`config.mk`:
```
export PLATFORM = sky130hd
export DESIGN_NAME = cycle_scheduler
export DESIGN_NICKNAME = d
export VERILOG_FILES = /design/src/rtl/cycle_scheduler.sv
export SDC_FILE = /design/constraint.sdc
export NUM_CORES = 1
export LEC_CHECK = 0
export ABC_CLOCK_PERIOD_IN_PS = 3750
export BUFFER_PORTS_ARGS = -buffer_cell sky130_fd_sc_hd__buf_2
export CAP_MARGIN = 0
export CORE_MARGIN = 5
export CORE_UTILIZATION = 45
export CTS_BUF_LIST = sky130_fd_sc_hd__clkbuf_4 sky130_fd_sc_hd__clkbuf_8 sky130_fd_sc_hd__clkbuf_16
export CTS_CLUSTER_DIAMETER = 150
export DETAILED_ROUTE_END_ITERATION = 12
export GPL_ROUTABILITY_DRIVEN = 0
export PLACE_DENSITY_LB_ADDON = 0.3
export SYNTH_ARGS = -nofsm -noshare
export SYNTH_HDL_FRONTEND = slang
export SYNTH_SLANG_ARGS = --single-unit
```
`constraint.sdc`:
```
create_clock -name clkin -period 3.75 [get_ports clkin]
set_clock_uncertainty 0.05 [all_clocks]
set_input_delay 0.375 -clock clkin [delete_from_list [all_inputs] [get_ports clkin]]
set_output_delay 0.375 -clock clkin [all_outputs]
set_load 0.01 [all_outputs]
```
`src/rtl/cycle_scheduler.sv`:
```
// Machine-cycle scheduler: divides clkin into DIV-clock machine cycles, emits phase enables,
// and assigns each cycle to ANTIC DMA, the CPU, or a WSYNC stall. Optional counters: CYCLE_SCHED_COUNT_EN.
module cycle_scheduler #(
  parameter int DIV      = 16,
  parameter int PHI1_LEN = 8
) (
  input  logic        clkin,
  input  logic        RST,
  input  logic        locked,
  input  logic        dma_req,
  input  logic        wsync_req,
  input  logic        hblank_start,
  output logic        phi0,
  output logic        phi1_en,
  output logic        phi2_en,
  output logic        cyc_start,
  output logic        dma_grant,
  output logic        cpu_rdy,
  output logic [15:0] cycle_count,
  output logic [15:0] stall_count,
  output logic        state_dbg
);

  localparam int PW = $clog2(DIV);

  typedef enum logic {WAIT_LOCK = 1'b0, RUN = 1'b1} state_t;

  state_t          state;
  logic [PW-1:0]   phase;
  logic [PW-1:0]   phase_next;
  logic            wsync_pend;
  logic            pend_next;
  logic            start;

  // The owner decision looks at the pend value as it will be after this edge, so a
  // wsync_req or hblank_start in the last clock of a cycle still counts at the boundary.
  always_comb begin
    pend_next  = wsync_req | (wsync_pend & ~hblank_start);
    phase_next = '0;
    if (state == RUN && phase != PW'(DIV - 1))
      phase_next = phase + PW'(1);
    start = (phase_next == '0);
  end

  always_ff @(posedge clkin) begin
    if (RST || !locked) begin
      state      <= WAIT_LOCK;
      phase      <= '0;
      wsync_pend <= 1'b0;
      phi0       <= 1'b0;
      phi1_en    <= 1'b0;
      phi2_en    <= 1'b0;
      cyc_start  <= 1'b0;
      dma_grant  <= 1'b0;
      cpu_rdy    <= 1'b0;
    end else begin
      state      <= RUN;
      phase      <= phase_next;
      wsync_pend <= pend_next;
      phi1_en    <= start;
      cyc_start  <= start;
      phi2_en    <= (phase_next == PW'(PHI1_LEN));
      phi0       <= (phase_next >= PW'(PHI1_LEN));
      // Ownership is latched only at the boundary and held for the whole cycle.
      if (start) begin
        dma_grant <= dma_req;
        cpu_rdy   <= ~dma_req & ~pend_next;
      end
    end
  end

  assign state_dbg = (state == RUN);

`ifdef CYCLE_SCHED_COUNT_EN
  always_ff @(posedge clkin) begin
    if (RST) begin
      cycle_count <= 16'h0000;
      stall_count <= 16'h0000;
    end else if (locked && start) begin
      cycle_count <= cycle_count + 16'd1;
      if (!dma_req && pend_next)
        stall_count <= stall_count + 16'd1;
    end
  end
`else
  assign cycle_count = 16'h0000;
  assign stall_count = 16'h0000;
`endif

endmodule

```
==> results of run 1 <==
[stage by stage]
| stage | worst slack, ns | cells | hold WS (ns) |
|---|---|---|---|
| 2_1_floorplan | 2.34 | 116 | 0.408 |
| 4_1_cts | 2.27 | 113 | 0.283 |
| 5_1_grt | 2.19 | 113 | 0.317 |
| 3_5_place_dp | 2.27 | 109 | 0.410 |
| 3_3_place_gp | 2.32 | 109 | 0.407 |
| 6_report | 2.28 | 113 | 0.284 |
[power groups by stage]
stage / sequential [mW] / combinational (mW) / clock, mW
5_1_grt: 0.122 / 0.0332 / 0.0943
3_5_place_dp: 0.124 / 0.0284 / 0
4_1_cts: 0.121 / 0.0285 / 0.0902
3_3_place_gp: 0.124 / 0.0283 / 0
2_1_floorplan: 0.125 / 0.0468 / 0
6_report: 0.121 / 0.0295 / 0.0864
[metal layers]
layer / vias to the layer above / track usage [%] / routed length (um)
met2: 25 / 12.8 / 473
met3: 2 / 4.44 / 132
li1: 237 / - / -
met4: 0 / 2.55 / 14
met5: - / 0 / 0
met1: 180 / 10.4 / 446
[layout make-up]
| type | instances | area [um^2] | area share (%) |
|---|---|---|---|
| Multi-Input combinational cell | 66 | 342 | 49.7 |
| Sequential cell | 11 | 220 | 32.1 |
| Timing Repair Buffer | 12 | 60.1 | 8.74 |
| Clock buffer | 4 | 30.0 | 4.37 |
| Tap cell | 16 | 20.0 | 2.91 |
| Inverter | 4 | 15.0 | 2.19 |
[tightest hold or removal path, stage by stage]
cell and delay [ns]:
buf_2 0.07, a21oi_1 0.05, nor2_1 0.07
[flip-flops by register name, indices dropped and copies added, names as in the netlist]
register    cells
wsync_pend      1
phi2_en         1
state_dbg       1
cpu_rdy         1
phi0            1
dma_grant       1
cyc_start       1
phase           4
[Yosys cell counts (all sizes together)]
cell    number
dfxtp       11
buf         35
conb         1
nand3        4
o21a         1
a21oi        7
nor3         1
and3b        1
nand2        3
ha           1
xnor2        1
nor3b        1
and4         1
and2         2
nor2         3
nand2b       1
o211ai       2
inv          4
o21ai        3
nand4b       1
nor2b        1
[how the worst max path moves through the flow]
stage / depth (start not counted) / slack [ns] / to / start
floorplan: 6 / 2.34 / cpu_rdy / phase[0]
global placement: 5 / 2.32 / cpu_rdy / phase[0]
detailed placement: 5 / 2.27 / cpu_rdy / phase[0]
CTS: 5 / 2.27 / cpu_rdy / phase[0]
global route: 5 / 2.19 / dma_grant / phase[0]
finish: 5 / 2.28 / cpu_rdy / phase[0]
[cell families (layout without fill, tap and decap cells)]
| logic type | count (synthesis) | after routing |
|---|---|---|
| compound gates | 13 | 13 |
| xor+xnor | 1 | 1 |
| fa+ha+maj | 1 | 1 |
| buf+inv | 39 | 20 |
| flops | 11 | 11 |
| other cells | 1 | 32 |
| simple gates | 19 | 19 |
==> flow_metrics.env, run 1 <==
export IMPL_hold_depth=3
export IMPL_design_area_um2=687
export IMPL_required_ns=3.86
export IMPL_clk_latency_ns=0.27
export IMPL_r2r_end="cpu_rdy"
export IMPL_seq_power_share_pct=51.1
export IMPL_fillCellCount=158
export IMPL_finalHoldViolCount=0
export IMPL_syn_area_um2=731
export IMPL_hold_buffers=0
export IMPL_hold_end="wsync_pend"
export IMPL_fin_crit_sh_pct=39.2
export IMPL_grt_pass1_wl_mm=1.70
export IMPL_rsz0062_at_grt="false"
export IMPL_layout_common_cells="conb_1 (32), buf_2 (12), dfxtp_1 (11)"
export IMPL_slew_viol_final=0
export IMPL_clk_pin_slew_ns=0.07
export IMPL_fp_dieW_um=50.3
export IMPL_p_leak_nw=0.345
export IMPL_wl_per_cell_um=9.44
export IMPL_cp_num_buf_inv=0
export IMPL_crit_arrival_ns=1.58
export IMPL_drv_cap=0
export IMPL_synth_mux_area_share_pct=0
export IMPL_worst_path_max_fanout=7
export IMPL_rows=14
export IMPL_finalSetupViolCount=0
export IMPL_synthAdderAreaFrac_pct=1.71
export IMPL_grt_usage_pct=8.44
export IMPL_fmax_mhz=680
export IMPL_route_detailed_drc=0
export IMPL_antenna_found_initial=0
export IMPL_yosysSeqAreaShare_pct=30.1
export IMPL_ff2ff_path_depth=5
export IMPL_pwr_share_clk_pct=36.4
export IMPL_cts_buffers=3
export IMPL_status="finished clean"
export IMPL_grt_max_degree=9
export IMPL_clock_sinks=11
export IMPL_placed_cell_area_um2=657
export IMPL_swShare_pct=26.4
export IMPL_yosys_area_top_type="buf_4"
export IMPL_ff2ff_setup_slack_ns=2.28
export IMPL_finalSetupTns_ns=0
export IMPL_vdd_drop_max_mv=0.197
export IMPL_cp_top_family="compound AO/OA/AOI/OAI gates"
export IMPL_synthTopCellsByArea="buf_4 (34%), dfxtp_1 (30%), a21oi_1 (3.4%)"
export IMPL_post_cts_resize_count=0
export IMPL_cts_max_level=1
export IMPL_worstReg2RegStart="phase[0]"
export IMPL_p_switching_mw=0.0627
export IMPL_critPathLaunchType="flip-flop"
export IMPL_netlist_area_leader_share_pct=33.9
export IMPL_timing_worst_setup_path_type="reg2reg"
export IMPL_min_delay_start="wsync_req"
export IMPL_drt_initial_drc_count=4
export IMPL_dp_hpwl_um=900
export IMPL_min_period_ns=1.47
export IMPL_yosysWarnings=0
export IMPL_yosys_area_share_simple_pct=15.8
export IMPL_synth_top_family_by_area="buffers and inverters"
export IMPL_powerDensity_nw_per_um2=345
export IMPL_postRouteAntennaNets=0
export IMPL_diodes=0
export IMPL_io_pins=45
export IMPL_cts_buffer_depth=2
export IMPL_worstPathCellList="ha_1 > and3b_4 > o21a_1 > o211ai_2 > a21oi_2"
export IMPL_utilization_pct=45.1
export IMPL_first_pass_iters=3
export IMPL_syn_avg_cell_area_um2=8.60
export IMPL_final_nets=105
export IMPL_core_um2=1520
export IMPL_p_int_mw=0.174
export IMPL_drive_above_1_share_pct=21.6
export IMPL_root_buffer="clkbuf_4"
export IMPL_power_total_mw=0.237
export IMPL_first_global_vias=399
export IMPL_start_util_pct=47.9
export IMPL_syn_inst=85
export IMPL_cp_slowest_stage_delay_ns=0.34
export IMPL_layout_commonest_cell="conb_1"
export IMPL_synth_cell_types=24
export IMPL_io_buffers=12
export IMPL_grt_ovfl_total=0
export IMPL_cts_setup_buffers=0
export IMPL_wirelength_mm=1.07
export IMPL_die_area_um2=2530
export IMPL_area_growth_pct=-5.99
export IMPL_end_kind="flip-flop"
export IMPL_comb_power_share_pct=12.4
export IMPL_synth_seq_cells=11
export IMPL_synth_xor_area_share_pct=1.20
export IMPL_vias=444
export IMPL_die_h_um=50.3
export IMPL_cts_tree="yes"
export IMPL_vias_per_cell=3.93
export IMPL_cp_slowest_cell="dfxtp_1"
export IMPL_synth_compound_area_share_pct=11.6
export IMPL_min_path_type="in2reg"
(Power assumes the default switching activity.)
==> run 2: changes to the inputs <==
ABC_AREA = 1   (was default)
ABC_CLOCK_PERIOD_IN_PS = 1400   (was 3750)
CORE_UTILIZATION = 41   (was 45)
clock period = 1.4 ns   (was 3.75 ns; I/O delays follow)
==> flow_metrics.env, run 2 <==
export IMPL_status="finished clean"
export IMPL_finalHoldViolCount=0
export IMPL_cp_slowest_stage_delay_ns=0.34
export IMPL_end_kind="flip-flop"
export IMPL_yosysWarnings=0
export IMPL_dp_hpwl_um=851
export IMPL_yosysSeqAreaShare_pct=31.2
export IMPL_finalSetupTns_ns=0
export IMPL_grt_ovfl_total=0
export IMPL_grt_usage_pct=7.79
export IMPL_p_leak_nw=0.376
export IMPL_diodes=0
export IMPL_antenna_found_initial=0
export IMPL_synth_edf_count=0
export IMPL_syn_inst=88
export IMPL_drt_initial_drc_count=4
export IMPL_root_buffer="clkbuf_4"
export IMPL_wl_per_cell_um=8.49
export IMPL_post_cts_resize_count=0
export IMPL_syn_avg_cell_area_um2=8.03
export IMPL_grt_pass1_wl_mm=1.53
export IMPL_start_util_pct=41.9
export IMPL_setup_slack_ns=0.0747
export IMPL_rsz0062_at_grt="false"
export IMPL_postRouteAntennaNets=0
export IMPL_required_ns=1.51
export IMPL_cp_num_buf_inv=0
export IMPL_yosys_area_top_type="buf_4"
export IMPL_syn_area_um2=707
export IMPL_route_met3_wl_um=111
export IMPL_powerDensity_nw_per_um2=962
export IMPL_fmax_mhz=755
export IMPL_final_nets=110
export IMPL_drv_cap=0
export IMPL_vdd_drop_max_mv=0.447
export IMPL_fp_dieW_um=51.5
export IMPL_critPathLaunchType="flip-flop"
export IMPL_m1WireLength_um=412
export IMPL_fillCellCount=192
export IMPL_netlist_area_leader_share_pct=35.0
export IMPL_io_pins=45
export IMPL_core_um2=1690
export IMPL_cp_top_family="simple AND/OR/NAND/NOR gates"
export IMPL_synth_ff_type="dfxtp_1"
export IMPL_finalSetupViolCount=0
export IMPL_cp_slowest_cell="dfxtp_2"
export IMPL_layout_common_cells="conb_1 (32), buf_2 (12), nor2_1 (11)"
export IMPL_worst_path_max_fanout=5
export IMPL_min_path_type="in2reg"
export IMPL_wirelength_mm=1.01
export IMPL_cts_setup_buffers=0
export IMPL_pre_cts_ws_ns=0.0533
export IMPL_clk_latency_ns=0.26
export IMPL_largest_register="phase"
export IMPL_crit_arrival_ns=1.44
export IMPL_dr_wl_met2_um=470
export IMPL_cts_tree="yes"
export IMPL_area_growth_pct=-1.77
export IMPL_synthTopCellsByCount="buf_4 (33), nor2_1 (12), dfxtp_1 (11)"
export IMPL_vias_per_cell=3.74
export IMPL_cts_max_level=1
export IMPL_routed_top_layer="met4"
export IMPL_drive_above_1_share_pct=29.4
export IMPL_slew_viol_final=0
export IMPL_yosysMostFrequentCell="buf_4"
export IMPL_die_area_um2=2650
export IMPL_synth_seq_cells=11
export IMPL_synth_async_reset_ratio_pct=0
export IMPL_io_buffers=12
export IMPL_fin_crit_sh_pct=94.7
export IMPL_layout_commonest_cell="conb_1"
export IMPL_timing_worst_setup_path_type="reg2reg"
export IMPL_synthTopCellsByArea="buf_4 (35%), dfxtp_1 (31%), nor2_1 (6.4%)"
export IMPL_largest_reg_flops=4
export IMPL_clk_pin_slew_ns=0.07
export IMPL_first_pass_iters=3
export IMPL_vias=445
export IMPL_die_h_um=51.5
export IMPL_cts_buffer_depth=2
export IMPL_grt_max_degree=9
export IMPL_clock_sinks=11
export IMPL_rows=15
export IMPL_route_detailed_drc=0
export IMPL_min_period_ns=1.33
export IMPL_hold_buffers=0
export IMPL_cts_buffers=3
export IMPL_synth_cell_types=17
export IMPL_first_global_vias=384
export IMPL_worstPathCellList="ha_2 > nand2_1 > nand2_2 > or2_4 > nand3_4 > nand2_2 > nand2_1 > nor2_2"
run 2: cell count changes in the layout (fill, tap and decap cells not counted), moves of 3 or more:
cell / before / now
o21ai_1: 3 / 0
nor2_2: 0 / 3
inv_1: 4 / 8
a21oi_1: 5 / 1
nand2_2: 0 / 3
nand2_1: 3 / 7
nor2_1: 3 / 11
run 2: kinds of logic (layout without fill, tap and decap cells):
family	Yosys count	in the layout	synth area share, %
other	1	32	0.530
buffers and inverters	41	24	39.3
adder cells (fa/ha/maj)	1	1	1.77
flip-flops	11	11	31.2
AO/OA/AOI/OAI	2	2	1.95
AND/OR/NAND/NOR	32	32	25.3
run 2: routing by layer:
| metal | global-route usage, % | vias to the layer above |
|---|---|---|
| met5 | 0 | - |
| met4 | 3.93 | 0 |
| met3 | 2.87 | 2 |
| met2 | 12.1 | 25 |
| met1 | 9.41 | 190 |
| li1 | - | 228 |
run 2: stage by stage:
stage               instances  util [%]  hold slack (ns)  cell area (um^2)  total power, mW
floorplan                 119         -            0.195               823            0.487
global placement          115      38.9            0.299               657            0.439
detailed placement        115      38.9            0.298               657            0.440
CTS                       119      40.7           0.0135               687            0.677
global route              119      41.1           0.0333               694            0.705
finish                    119      41.1           0.0155               694            0.668
run 2: worst reg2reg max path: cells and delay by family, from the launching register on:
family | cells | cell delay [ns]
adder cells (fa/ha/maj) | 1 | 0.19
AND/OR/NAND/NOR | 7 | 0.65
flip-flops | 1 | 0.34
run 2: path summary, 6_finish.rpt:
check             startpoint         end  slack [ns]  cells past startpoint
setup / recovery    phase[0]     cpu_rdy        0.07                      8
hold / removal           RST   state_dbg        0.02                      2
setup reg to reg    phase[0]     cpu_rdy        0.07                      8
hold reg to reg   wsync_pend  wsync_pend        0.44                      2
run 2: area by class of cell:
| cell class | count | area, um^2 | share of cell area [%] |
|---|---|---|---|
| Multi-Input combinational cell | 67 | 330 | 47.6 |
| Sequential cell | 11 | 223 | 32.1 |
| Timing Repair Buffer | 12 | 60.1 | 8.65 |
| Clock buffer | 4 | 30.0 | 4.32 |
| Inverter | 8 | 30.0 | 4.32 |
| Tap cell | 17 | 21.3 | 3.06 |
run 2: power breakdown:
group	internal (mW)	switching, mW
Combinational	0.0286	0.0805
Clock	0.130	0.102
Sequential	0.322	0.00534
